$ cat config.mk
export PLATFORM = sky130hd
export DESIGN_NAME = uart_tx_ctrl
export DESIGN_NICKNAME = d
export VERILOG_FILES = /design/src/rtl/uart_pkg.sv /design/src/rtl/parity_gen.sv /design/src/rtl/uart_tx_ctrl.sv
export SDC_FILE = /design/constraint.sdc
export NUM_CORES = 1
export LEC_CHECK = 0
export ABC_AREA = 1
export CAP_MARGIN = 20
export CORE_MARGIN = 4
export CORE_UTILIZATION = 47
export DETAILED_ROUTE_END_ITERATION = 12
export HOLD_SLACK_MARGIN = 0.05
export PLACE_DENSITY = 0.69
export SETUP_SLACK_MARGIN = 0.2
export SLEW_MARGIN = 30
export SYNTH_ARGS = -nofsm -noshare
export SYNTH_HDL_FRONTEND = slang
export SYNTH_HIERARCHICAL = 1
export SYNTH_SLANG_ARGS = --single-unit
$ cat constraint.sdc
create_clock -name clk -period 1.8 [get_ports clk]
set_input_delay 0.27 -clock clk [delete_from_list [all_inputs] [get_ports clk]]
set_output_delay 0.27 -clock clk [all_outputs]
set_load 0.1 [all_outputs]
$ cat src/rtl/uart_pkg.sv
// Shared definitions for the UART transmit controller: state encoding,
// frame geometry and parity-sense constants.
package uart_pkg;

  localparam logic [2:0] ST_IDLE   = 3'd0;
  localparam logic [2:0] ST_START  = 3'd1;
  localparam logic [2:0] ST_DATA   = 3'd2;
  localparam logic [2:0] ST_PARITY = 3'd3;
  localparam logic [2:0] ST_STOP   = 3'd4;

  localparam int DATA_BITS = 8;

  localparam logic PAR_EVEN = 1'b0;
  localparam logic PAR_ODD  = 1'b1;

  typedef enum logic [2:0] {
    IDLE   = ST_IDLE,
    START  = ST_START,
    DATA   = ST_DATA,
    PARITY = ST_PARITY,
    STOP   = ST_STOP
  } tx_state_e;

endpackage

$ cat src/rtl/parity_gen.sv
// 8-bit XOR reduction: out is 1 when the byte holds an odd number of ones.
module parity_gen (
  input  logic [7:0] in,
  output logic       out
);

  assign out = ^in;

endmodule

$ cat src/rtl/uart_tx_ctrl.sv
// Transmit-side UART frame controller. A byte accepted over valid/ready is
// sent as start bit, 8 data bits LSB first, optional parity and 1 or 2 stop
// bits. Every output is registered and driven from the next-state values so
// the line changes exactly on bit boundaries.
module uart_tx_ctrl
  import uart_pkg::*;
#(
  parameter int CLKS_PER_BIT = 16,
  parameter int STOP_BITS    = 1
) (
  input  logic       clk,
  input  logic       rst_n,
  input  logic [7:0] tx_data,
  input  logic       tx_valid,
  output logic       tx_ready,
  input  logic       par_en,
  input  logic       par_odd,
  output logic       tx,
  output logic       busy,
  output logic       done
);

  localparam int              CNT_W     = (CLKS_PER_BIT > 1) ? $clog2(CLKS_PER_BIT) : 1;
  localparam logic [CNT_W-1:0] CNT_LAST = CNT_W'(CLKS_PER_BIT - 1);
  localparam logic [2:0]      DATA_LAST = 3'(DATA_BITS - 1);
  localparam logic [2:0]      STOP_LAST = 3'(STOP_BITS - 1);

  tx_state_e        state, state_n;
  logic [CNT_W-1:0] baud_cnt, baud_cnt_n;
  logic [2:0]       bit_idx, bit_idx_n;
  logic [7:0]       shift_reg;
  logic             par_en_q;
  logic             par_bit_q;
  logic             load;
  logic             data_parity;
  logic             tx_n, tx_ready_n, busy_n, done_n;

  parity_gen u_parity (
    .in  (tx_data),
    .out (data_parity)
  );

  // Next-state logic: the baud counter paces each bit, bit_idx walks the data
  // bits and then the stop bits, and the registered outputs follow the state
  // being entered.
  always_comb begin
    state_n    = state;
    baud_cnt_n = baud_cnt;
    bit_idx_n  = bit_idx;
    load       = 1'b0;

    case (state)
      IDLE: begin
        baud_cnt_n = '0;
        bit_idx_n  = '0;
        if (tx_valid && tx_ready) begin
          load    = 1'b1;
          state_n = START;
        end
      end
      START: begin
        if (baud_cnt == CNT_LAST) begin
          baud_cnt_n = '0;
          bit_idx_n  = '0;
          state_n    = DATA;
        end else begin
          baud_cnt_n = baud_cnt + CNT_W'(1);
        end
      end
      DATA: begin
        if (baud_cnt == CNT_LAST) begin
          baud_cnt_n = '0;
          if (bit_idx == DATA_LAST) begin
            bit_idx_n = '0;
            state_n   = par_en_q ? PARITY : STOP;
          end else begin
            bit_idx_n = bit_idx + 3'd1;
          end
        end else begin
          baud_cnt_n = baud_cnt + CNT_W'(1);
        end
      end
      PARITY: begin
        if (baud_cnt == CNT_LAST) begin
          baud_cnt_n = '0;
          bit_idx_n  = '0;
          state_n    = STOP;
        end else begin
          baud_cnt_n = baud_cnt + CNT_W'(1);
        end
      end
      STOP: begin
        if (baud_cnt == CNT_LAST) begin
          baud_cnt_n = '0;
          if (bit_idx == STOP_LAST) begin
            bit_idx_n = '0;
            state_n   = IDLE;
          end else begin
            bit_idx_n = bit_idx + 3'd1;
          end
        end else begin
          baud_cnt_n = baud_cnt + CNT_W'(1);
        end
      end
      default: begin
        baud_cnt_n = '0;
        bit_idx_n  = '0;
        state_n    = IDLE;
      end
    endcase

    case (state_n)
      START:   tx_n = 1'b0;
      DATA:    tx_n = shift_reg[bit_idx_n];
      PARITY:  tx_n = par_bit_q;
      default: tx_n = 1'b1;
    endcase

    tx_ready_n = (state_n == IDLE);
    busy_n     = (state_n != IDLE);
    done_n     = (state_n == STOP) && (baud_cnt_n == CNT_LAST) && (bit_idx_n == STOP_LAST);
  end

  // State register with counters; reset aborts any frame in flight.
  always_ff @(posedge clk or negedge rst_n) begin
    if (!rst_n) begin
      state    <= IDLE;
      baud_cnt <= '0;
      bit_idx  <= '0;
    end else begin
      state    <= state_n;
      baud_cnt <= baud_cnt_n;
      bit_idx  <= bit_idx_n;
    end
  end

  // Frame contents are captured once at acceptance so later input changes
  // cannot disturb the byte being sent.
  always_ff @(posedge clk or negedge rst_n) begin
    if (!rst_n) begin
      shift_reg <= '0;
      par_en_q  <= 1'b0;
      par_bit_q <= 1'b0;
    end else if (load) begin
      shift_reg <= tx_data;
      par_en_q  <= par_en;
      par_bit_q <= data_parity ^ (par_odd == PAR_ODD);
    end
  end

  // Registered outputs; reset forces the idle line and ready handshake.
  always_ff @(posedge clk or negedge rst_n) begin
    if (!rst_n) begin
      tx       <= 1'b1;
      tx_ready <= 1'b1;
      busy     <= 1'b0;
      done     <= 1'b0;
    end else begin
      tx       <= tx_n;
      tx_ready <= tx_ready_n;
      busy     <= busy_n;
      done     <= done_n;
    end
  end

endmodule

## Word level (Yosys, flattened, before mapping)

Cells that the tools add are included.
W data, S select, Z words.

| operators by class | value |
|---|---|
| add/sub/neg operators | 2 |
| magnitude comparators | 1 |
| equal/unequal tests | 11 |
| muxes and demuxes | 22 |
| bitwise operators | 1 |
| reduce and logical (&&, ||, !) cells | 11 |

Operator list:

| cell | number |
|---|---|
| $mux W3 | 13 |
| $pmux W3 S5 | 1 |
| $eq A3 B2 Y1 const B | 4 |
| $logic_not A3 Y1 | 4 |
| $eq A3 B3 Y1 const B | 3 |
| $pmux W3 S3 | 1 |
| $eq A4 B4 Y1 const B | 2 |
| $mux W4 | 2 |
| $reduce_xor A8 Y1 | 1 |
| $eq A3 B1 Y1 const B | 2 |
| $add A4 B1 Y4 const B | 1 |
| $lt A3 B4 Y1 const B | 1 |
| $reduce_or A4 Y1 | 1 |
| $add A3 B1 Y3 const B | 1 |
| $bmux W1 S3 | 1 |
| $logic_and A1 B1 Y1 | 3 |
| $mux W1 | 3 |
| $pmux W1 S3 | 1 |
| $reduce_bool A3 Y1 | 1 |
| $reduce_or A2 Y1 | 1 |
| $xor A1 B1 Y1 | 1 |

| word-level totals | value |
|---|---|
| register bits | 24 |
| output and inout port bits | 4 |

## Logic depth before layout (Yosys ltp)

Gate-level depths: netlist of the first run.

| depth | value |
|---|---|
| depth after elaboration | 7 |
| gate-level depth with buffers | 12 |
| depth with buffers taken out | 12 |

## Hierarchy

Netlist of the first run, hierarchy kept.

By module, submodules not included:

| module | times used | cells an instance | area an instance (um^2) | seq. area each (um^2) |
|---|---|---|---|---|
| uart_tx_ctrl | 1 | 172 | 1355.0 | 603.1 |
| parity_gen | 1 | 47 | 176.4 | 0.0 |

## Worst setup path after synthesis of the first run

Ideal clock, no wire load.

| timing | value |
|---|---|
| path kind | flip-flop to flip-flop |
| from | register tx_ready |
| to | register shift_reg[6] |
| library setup time | 0.126 ns |
| data arrival time | 1.555 ns |
| data required time | 1.674 ns |
| slack | 0.119 ns |
| cell stages (with the launch flop) | 5 |
| path buffers | 1 |
| period minus slack after synthesis | 1.681 ns |
| path through | dfstp_2 > nand4_1 > inv_1 > buf_2 > o21ai_0 |

| on the way | value |
|---|---|
| cells in the longest elaborated chain, start to end | 3 |

Ends and longest elaborated chain:

| element | RTL line | source |
|---|---|---|
| from (decl) | uart_tx_ctrl.sv:15 | `output logic tx_ready,` |
| from (signal assigned) | uart_tx_ctrl.sv:160 | `tx_ready <= tx_ready_n;` |
| $logic_and A1 B1 Y1 | uart_tx_ctrl.sv:56 | `if (tx_valid && tx_ready) begin` |
| $mux W1 | uart_tx_ctrl.sv:56 |  |
| $mux W1 | uart_tx_ctrl.sv:52 | `case (state)` |
| to (signal assigned) | uart_tx_ctrl.sv:145 | `shift_reg <= tx_data;` |
| to (decl) | uart_tx_ctrl.sv:31 | `logic [7:0] shift_reg;` |

No other way between the ends.
A chain may end at the register's enable or synchronous reset.

## Worst setup path in the final report of the first run

| timing | value |
|---|---|
| from | register state[1] |
| to | register done |

| on the way | value |
|---|---|
| cells in the longest elaborated chain, start to end | 6 |
| elaborated cells on any way between the ends | 22 |

Ends and longest elaborated chain:

| element | RTL line | source |
|---|---|---|
| from (decl) | uart_tx_ctrl.sv:28 | `tx_state_e state, state_n;` |
| from (signal assigned) | uart_tx_ctrl.sv:131 | `state <= state_n;` |
| $eq A3 B3 Y1, or another cell as far along | uart_tx_ctrl.sv:52 |  |
| $reduce_or A4 Y1 (no line) (*) | n/a |  |
| $mux W4 (*) | n/a |  |
| named net baud_cnt_n[0] | uart_tx_ctrl.sv:29 | `logic [CNT_W-1:0] baud_cnt, baud_cnt_n;` |
| $eq A4 B4 Y1 (*) | uart_tx_ctrl.sv:121 | `done_n = (state_n == STOP) && (baud_cnt_n == CNT_LAST) && (bit_idx_n == STOP_LAST);` |
| $logic_and A1 B1 Y1 (*) (2 in a row) | uart_tx_ctrl.sv:121 |  |
| named net done_n | uart_tx_ctrl.sv:36 | `logic tx_n, tx_ready_n, busy_n, done_n;` |
| to (signal assigned) | uart_tx_ctrl.sv:162 | `done <= done_n;` |
| to (decl) | uart_tx_ctrl.sv:20 | `output logic done` |

The timed path passes the listed nets; every way through them passes the cells marked *.

==> flow_summary.json, run 1 <==
{
  "synth_edf_count": 0,
  "path_cells": "inv_2, nor3_4, nor2_2, inv_1, nand3b_1, inv_1, nand4_1, nor3_2",
  "globalRouteTotalUtil": 0.192,
  "synth-seq-cells": 24,
  "cp_top_family": "simple AND/OR/NAND/NOR gates",
  "die_area_um2": 4240,
  "crit_buf_inv": 3,
  "status": "completed",
  "dp.cells": 280,
  "setup_ws_ps": 135,
  "cts_max_path_buffers": 2,
  "nets": 275,
  "largest_register_ffs": 8,
  "dp_slack_ps": -51.3,
  "cts_root_buf": "clkbuf_4",
  "postCtsHoldBufs": 0,
  "cp_max_fo": 5,
  "portBuffers": 16,
  "leakagePower_uw": 0.00107,
  "grtUsageMet3": 0.0243,
  "cts.htree.levels": 1,
  "ios": 17,
  "power_uw": 910,
  "ys_warn_count": 6,
  "cp-startpoint": "state[1]",
  "grt_pass1_vias": 1464,
  "tightest_slew_ps": 385,
  "ys_dominant_reg_cell": "dfrtp_1",
  "start_util": 0.498,
  "slew_headroom": 0.743,
  "grt_pass1_wl_mm": 6.26,
  "cts_tree": "done",
  "worstReg2RegStart": "state[1]",
  "criticalPathCategory": "flop to flop",
  "clk_pin_slew_ps": 130,
  "ys_types": 26,
  "row_count": 20,
  "drc": 0,
  "cp_common_cell": "inv_1",
  "via_per_inst": 5.06,
  "syn2layout_area_growth_pct": 36.5,
  "grt_max_degree": 25,
  "cts_inserted_buffers": 3,
  "final_cell_mix": "80 x nand2_1, 32 x inv_1, 21 x dfrtp_1, 20 x buf_4, 17 x nand3_1",
  "max_freq_mhz": 601,
  "synth_area_um2": 1530,
  "n_antenna_cell": 0,
  "met2_usage": 0.340,
  "wl_mm": 3.73,
  "min_path_type": "input port to async pin",
  "synth_nets": 237,
  "gp_congestion": 0.863,
  "cap_violations": 0,
  "via_count": 1518,
  "grt_overflow": 0,
  "core_area_um2": 3080,
  "cp_slowest_stage_delay_ps": 450,
  "fin_crit_ps": 1670,
  "vdd_drop_max_mv": 0.293,
  "drive_gt1_frac": 0.258,
  "cp.arrival_ps": 1900,
  "p_per_area_nw_per_um2": 435,
  "layout.cells.non_filler": 300,
  "hpwl_mm": 2.44,
  "syn_avg_cell_area_um2": 6.99,
  "worstSetupEndpointType": "flop",
  "placed_area_um2": 1770,
  "maxSlewViolCount": 0,
  "use_met1": 0.215,
  "critPathSlowestCell": "dfrtp_1",
  "wl_per_cell_um": 12.4,
  "fp.dieH_um": 65.1,
  "clock_latency_ps": 320,
  "cts.sinks": 24,
  "final_common_cell": "nand2_1",
  "drtIter0Drc": 110,
  "setup_violations": 0,
  "min_period_over_period": 0.925,
  "finalHoldViolCount": 0,
  "start_kind": "flop",
  "grt_antenna_before_repair": 0,
  "stdcell_area_um2": 2090,
  "worst_clock_skew_ps": 3.61,
  "rsz0062_at_grt": "yes",
  "drt_first_pass_iters": 4,
  "ant_nets": 0,
  "grt.busiest_layer": "met2",
  "synth-seq-area-share": 0.394,
  "async_reset_ff_frac": 1.00,
  "worstPathRequired_ps": 2040,
  "die_w_um": 65.1,
  "syn_inst": 219
}
[cell families after synthesis]
kind of cell,count (synthesis),share of synthesized area
buf+inv,42,0.109
fa+ha+maj,5,0.0408
xor+xnor,1,0.00572
simple gates,132,0.396
compound gates,15,0.0547
flops,24,0.394
[area by class of cell]
type                       instances  area [um2]
fill                             260         987
tap                               44        55.1
timing repair buffer              34         310
clock buffer                       4        36.3
inverter                          40         150
multi-input combinational        154         931
sequential                        24         608
[synth_stat cells (all sizes together), types with 2 or more instances]
cell     n  area share
buf      2       0.011
dfrtp   22        0.36
dfstp    2       0.034
ha       5       0.041
inv     40       0.098
nand2   86        0.22
nand3   23       0.082
nand3b   2      0.0098
nand4    4       0.016
nor2    11       0.040
nor3     5       0.024
o21ai   13       0.045
[repair_timing]
item,CTS,global route
endpoints found under the setup margin,4,4
buffers inserted,7,8
gates cloned,1,0
gates resized for setup,19,18
pin swaps,8,13
[through the flow]
step | setup TNS [ps] | hold slack [ps] | utilization
global placement | -87.8 | 469 | 0.576
finish | 0 | 302 | 0.679
floorplan | 0 | -25.6 | -
detailed placement | -51.3 | 477 | 0.576
CTS | 0 | 318 | 0.640
global route | 0 | 323 | 0.679
[per-layer routing]
layer	wire length [um]	vias to the layer above
met5	0	-
met4	144	0
met3	146	15
met2	1930	51
met1	1510	691
li1	-	761
[where the power goes]
group	internal [uW]	leakage [uW]	switching, uW
Clock	124	0.0000210	163
Combinational	40.0	0.000772	43.8
Sequential	539	0.000273	0
[worst reg2reg max path: cells and delay by family, from the launching register on]
kind,cells,cell delay (ps)
buffers and inverters,3,280
AND/OR/NAND/NOR,5,860
flip-flops,1,450
[path summary, 6_finish.rpt]
| check | endpoint | slack, ps | cells past startpoint |
|---|---|---|---|
| min in group clk | par_en_q | 470 | 3 |
| min reg2reg | par_bit_q | 510 | 2 |
| min | shift_reg[7] | 300 | 2 |
| max reg2reg | done | 130 | 8 |
| max | done | 130 | 8 |
| max in group asynchronous | tx_ready | 1220 | 2 |
No activity file was read; power rests on OpenSTA's default activity.
==> run 2: changes to the inputs <==
--- a/config.mk
+++ b/config.mk
@@ -5,13 +5,13 @@
 export SDC_FILE = /design/constraint.sdc
 export NUM_CORES = 1
 export LEC_CHECK = 0
-export ABC_AREA = 1
 export CAP_MARGIN = 20
 export CORE_MARGIN = 4
 export CORE_UTILIZATION = 47
 export DETAILED_ROUTE_END_ITERATION = 12
 export HOLD_SLACK_MARGIN = 0.05
-export PLACE_DENSITY = 0.69
+export PLACE_DENSITY = 0.71
+export RECOVER_POWER = 50
 export SETUP_SLACK_MARGIN = 0.2
 export SLEW_MARGIN = 30
 export SYNTH_ARGS = -nofsm -noshare
==> run 2 against run 1 <==
  * The run now ends with setup timing left
  * Sequential power is essentially flat
  * Final cell count shrank 39%
  * Power shrank 5.3%
  * First-iteration DRC count shrank 36%
  * Worst setup slack lost 230 ps
  * Sequential share of layout area grew 5.1 points
  * Sequential cell count is the same
  * Synthesized cell count shrank 45%
  * Critical endpoint is now tx
==> flow_summary.json, run 2 <==
{
  "status": "complete, but fails checks",
  "failed_checks": "setup timing",
  "synth_most_common_cell": "dfrtp_1",
  "cts_tree": "done",
  "stdcell_area_um2": 1780,
  "slew_headroom": 0.159,
  "ios": 17,
  "placed_area_um2": 1640,
  "ys_warn_count": 6,
  "grt_antenna_before_repair": 0,
  "worstSetupEndpointType": "flop",
  "regToRegSetupSlack_ps": -100,
  "synth_top_family_by_area": "simple AND/OR/NAND/NOR gates",
  "start_kind": "flop",
  "via_count": 997,
  "clock_latency_ps": 320,
  "worstPathRequired_ps": 2040,
  "synth_top_area_cell": "dfrtp_1",
  "drtIter0Drc": 70,
  "wl_per_cell_um": 14.9,
  "synth_nets": 139,
  "syn_avg_cell_area_um2": 10.9,
  "cts_inserted_buffers": 3,
  "synth-seq-area-share": 0.458,
  "leakagePower_uw": 0.000776,
  "synth_edf_count": 0,
  "cp_slowest_stage_delay_ps": 420,
  "n_antenna_cell": 0,
  "critPathSlowestCell": "dfrtp_1",
  "fin_crit_ps": 1900,
  "worst_clock_skew_ps": 5.49,
  "tightest_slew_ps": 1260,
  "yosys-top-cells-count": "22 x dfrtp_1, 10 x nand2_1, 10 x xnor2_1",
  "cp_max_fo": 4,
  "clk_pin_slew_ps": 130,
  "ant_nets": 0,
  "synthDominantCellAreaShare": 0.418,
  "synth_mux_area_frac": 0.0846,
  "max_freq_mhz": 527,
  "ys_dominant_reg_cell": "dfrtp_1",
  "maxSlewViolCount": 0,
  "cts_max_path_buffers": 2,
  "cp.arrival_ps": 2140,
  "syn_inst": 121,
  "grt_pass1_wl_mm": 4.68,
  "min_path_type": "flop to flop",
  "via_per_inst": 5.48,
  "setup_ws_ps": -97.0,
  "vdd_drop_max_mv": 0.367,
  "synth_area_um2": 1320,
  "drc": 0,
  "hpwl_mm": 2.05,
  "path_cells": "inv_2, ha_1, inv_1, o311a_4, o211ai_4, nand2_1, and4_1, o31ai_2",
  "switching_share": 0.221,
  "final_cell_mix": "21 x dfrtp_1, 14 x buf_4, 11 x clkdlybuf4s50_1, 10 x nand2_1, 9 x xnor2_1",
  "row_count": 18,
  "power.share.clock": 0.284,
  "finalHoldViolCount": 0,
  "core_area_um2": 2570,
  "drt_first_pass_iters": 4,
  "min_period_over_period": 1.05,
  "cap_violations": 0,
  "setup_violations": 4,
  "cts_root_buf": "clkbuf_4",
  "synth_area_leaders": "dfrtp_1 42%, mux2_2 7.7%, xnor2_1 6.7%",
  "syn2layout_area_growth_pct": 35.0,
  "p_per_area_nw_per_um2": 485,
  "grt_pass1_vias": 1045,
  "nets": 171,
  "yosys.area_share.simple": 0.162,
  "synth-seq-cells": 24,
  "gp_congestion": 0.776,
  "grt_max_degree": 25,
  "die_w_um": 60.9,
  "portBuffers": 16,
  "cts.htree.levels": 1,
  "async_reset_ff_frac": 1.00,
  "crit_path_end": "tx",
  "wl_mm": 2.71,
  "combPwrFrac": 0.090,
  "final_core_util": 0.692,
  "globalRouteTotalUtil": 0.171,
  "rsz0062_at_grt": "yes",
  "synthAdderAreaFrac": 0.0475,
  "cp-startpoint": "bit_idx[0]",
  "cell_internal_pwr_uw": 672,
  "drive_gt1_frac": 0.349,
  "r2r_cells": 8,
  "worstReg2RegStart": "bit_idx[0]",
  "ys_types": 40,
  "fp.dieH_um": 60.9,
  "seqPwrFrac": 0.625,
  "grt_overflow": 0,
  "start_util": 0.513,
  "criticalPathCategory": "flop to flop",
  "largest_register_ffs": 8,
  "final_common_cell": "dfrtp_1",
  "synth_compound_area_frac": 0.124,
  "die_area_um2": 3710,
  "r2r_end": "tx",
  "power_switching_uw": 190,
  "yosys.area_share.xor_xnor": 0.0798,
  "cts.sinks": 24
}
==> run 2: layer usage <==
layer / part of all wire / vias to the layer above / global-route usage
met3: 0.041 / 5 / 0.0340
li1: - / 488 / -
met2: 0.50 / 26 / 0.290
met1: 0.45 / 478 / 0.216
met5: 0 / - / 0
met4: 0.014 / 0 / 0.0619
==> run 2: power groups by stage <==
stage	Combinational, uW	Sequential (uW)	Clock, uW
after detailed placement	80.0	549	0
final	77.8	539	245
after CTS	80.8	539	252
after floorplan	35.4	549	0
after global placement	79.9	549	0
after global routing	84.4	539	276
==> run 2: kinds of logic after synthesis <==
logic type,Yosys count
AOI/OAI and AO/OA,21
xor gates and xnor gates,12
adders and majority gates,5
buffers and inverters,13
DFF,24
muxes,10
and+or+nand+nor,36
==> run 2: worst min path at each step <==
stage / cells past startpoint / end / slack [ps] / startpoint
finish: 1 / shift_reg[6] / 530 / shift_reg[6]
global placement: 1 / shift_reg[6] / 500 / shift_reg[6]
detailed placement: 1 / shift_reg[7] / 500 / shift_reg[7]
global route: 1 / shift_reg[7] / 540 / shift_reg[7]
CTS: 2 / par_bit_q / 290 / rst_n
floorplan: 0 / baud_cnt[0] / -30 / rst_n
==> run 2: final cells by class <==
class	count	area [um2]
Tap cell	30	37.5
Inverter	9	33.8
Fill cell	186	791
Timing Repair Buffer	31	292
Clock buffer	4	26.3
Sequential cell	24	608
Multi-Input combinational cell	84	779
==> run 2: repair_timing <==
action,4_1_cts,5_1_grt
hold buffers,0,0
endpoints found under the setup margin,12,13
resized for setup,15,11
buffers inserted,1,0
pin swaps,4,3
==> run 2: worst max-delay path, delay by kind of cell, from the launching register on <==
| kind | cells | cell delay, ps |
|---|---|---|
| AO/OA/AOI/OAI | 3 | 860 |
| buffers and inverters | 2 | 120 |
| flip-flops | 1 | 420 |
| adder cells (fa/ha/maj) | 1 | 140 |
| AND/OR/NAND/NOR | 2 | 290 |
==> run 2: per-stage QoR <==
stage / total power (uW) / hold WS [ps] / cells / setup TNS [ps] / setup slack, ps
2_1_floorplan: 585 / -25.6 / 121 / -64.3 / -50.4
3_3_place_gp: 629 / 501 / 177 / -300 / -129
3_5_place_dp: 629 / 497 / 177 / -436 / -196
4_1_cts: 872 / 291 / 182 / -188 / -109
5_1_grt: 899 / 541 / 182 / -601 / -167
6_report: 862 / 527 / 182 / -236 / -97.0
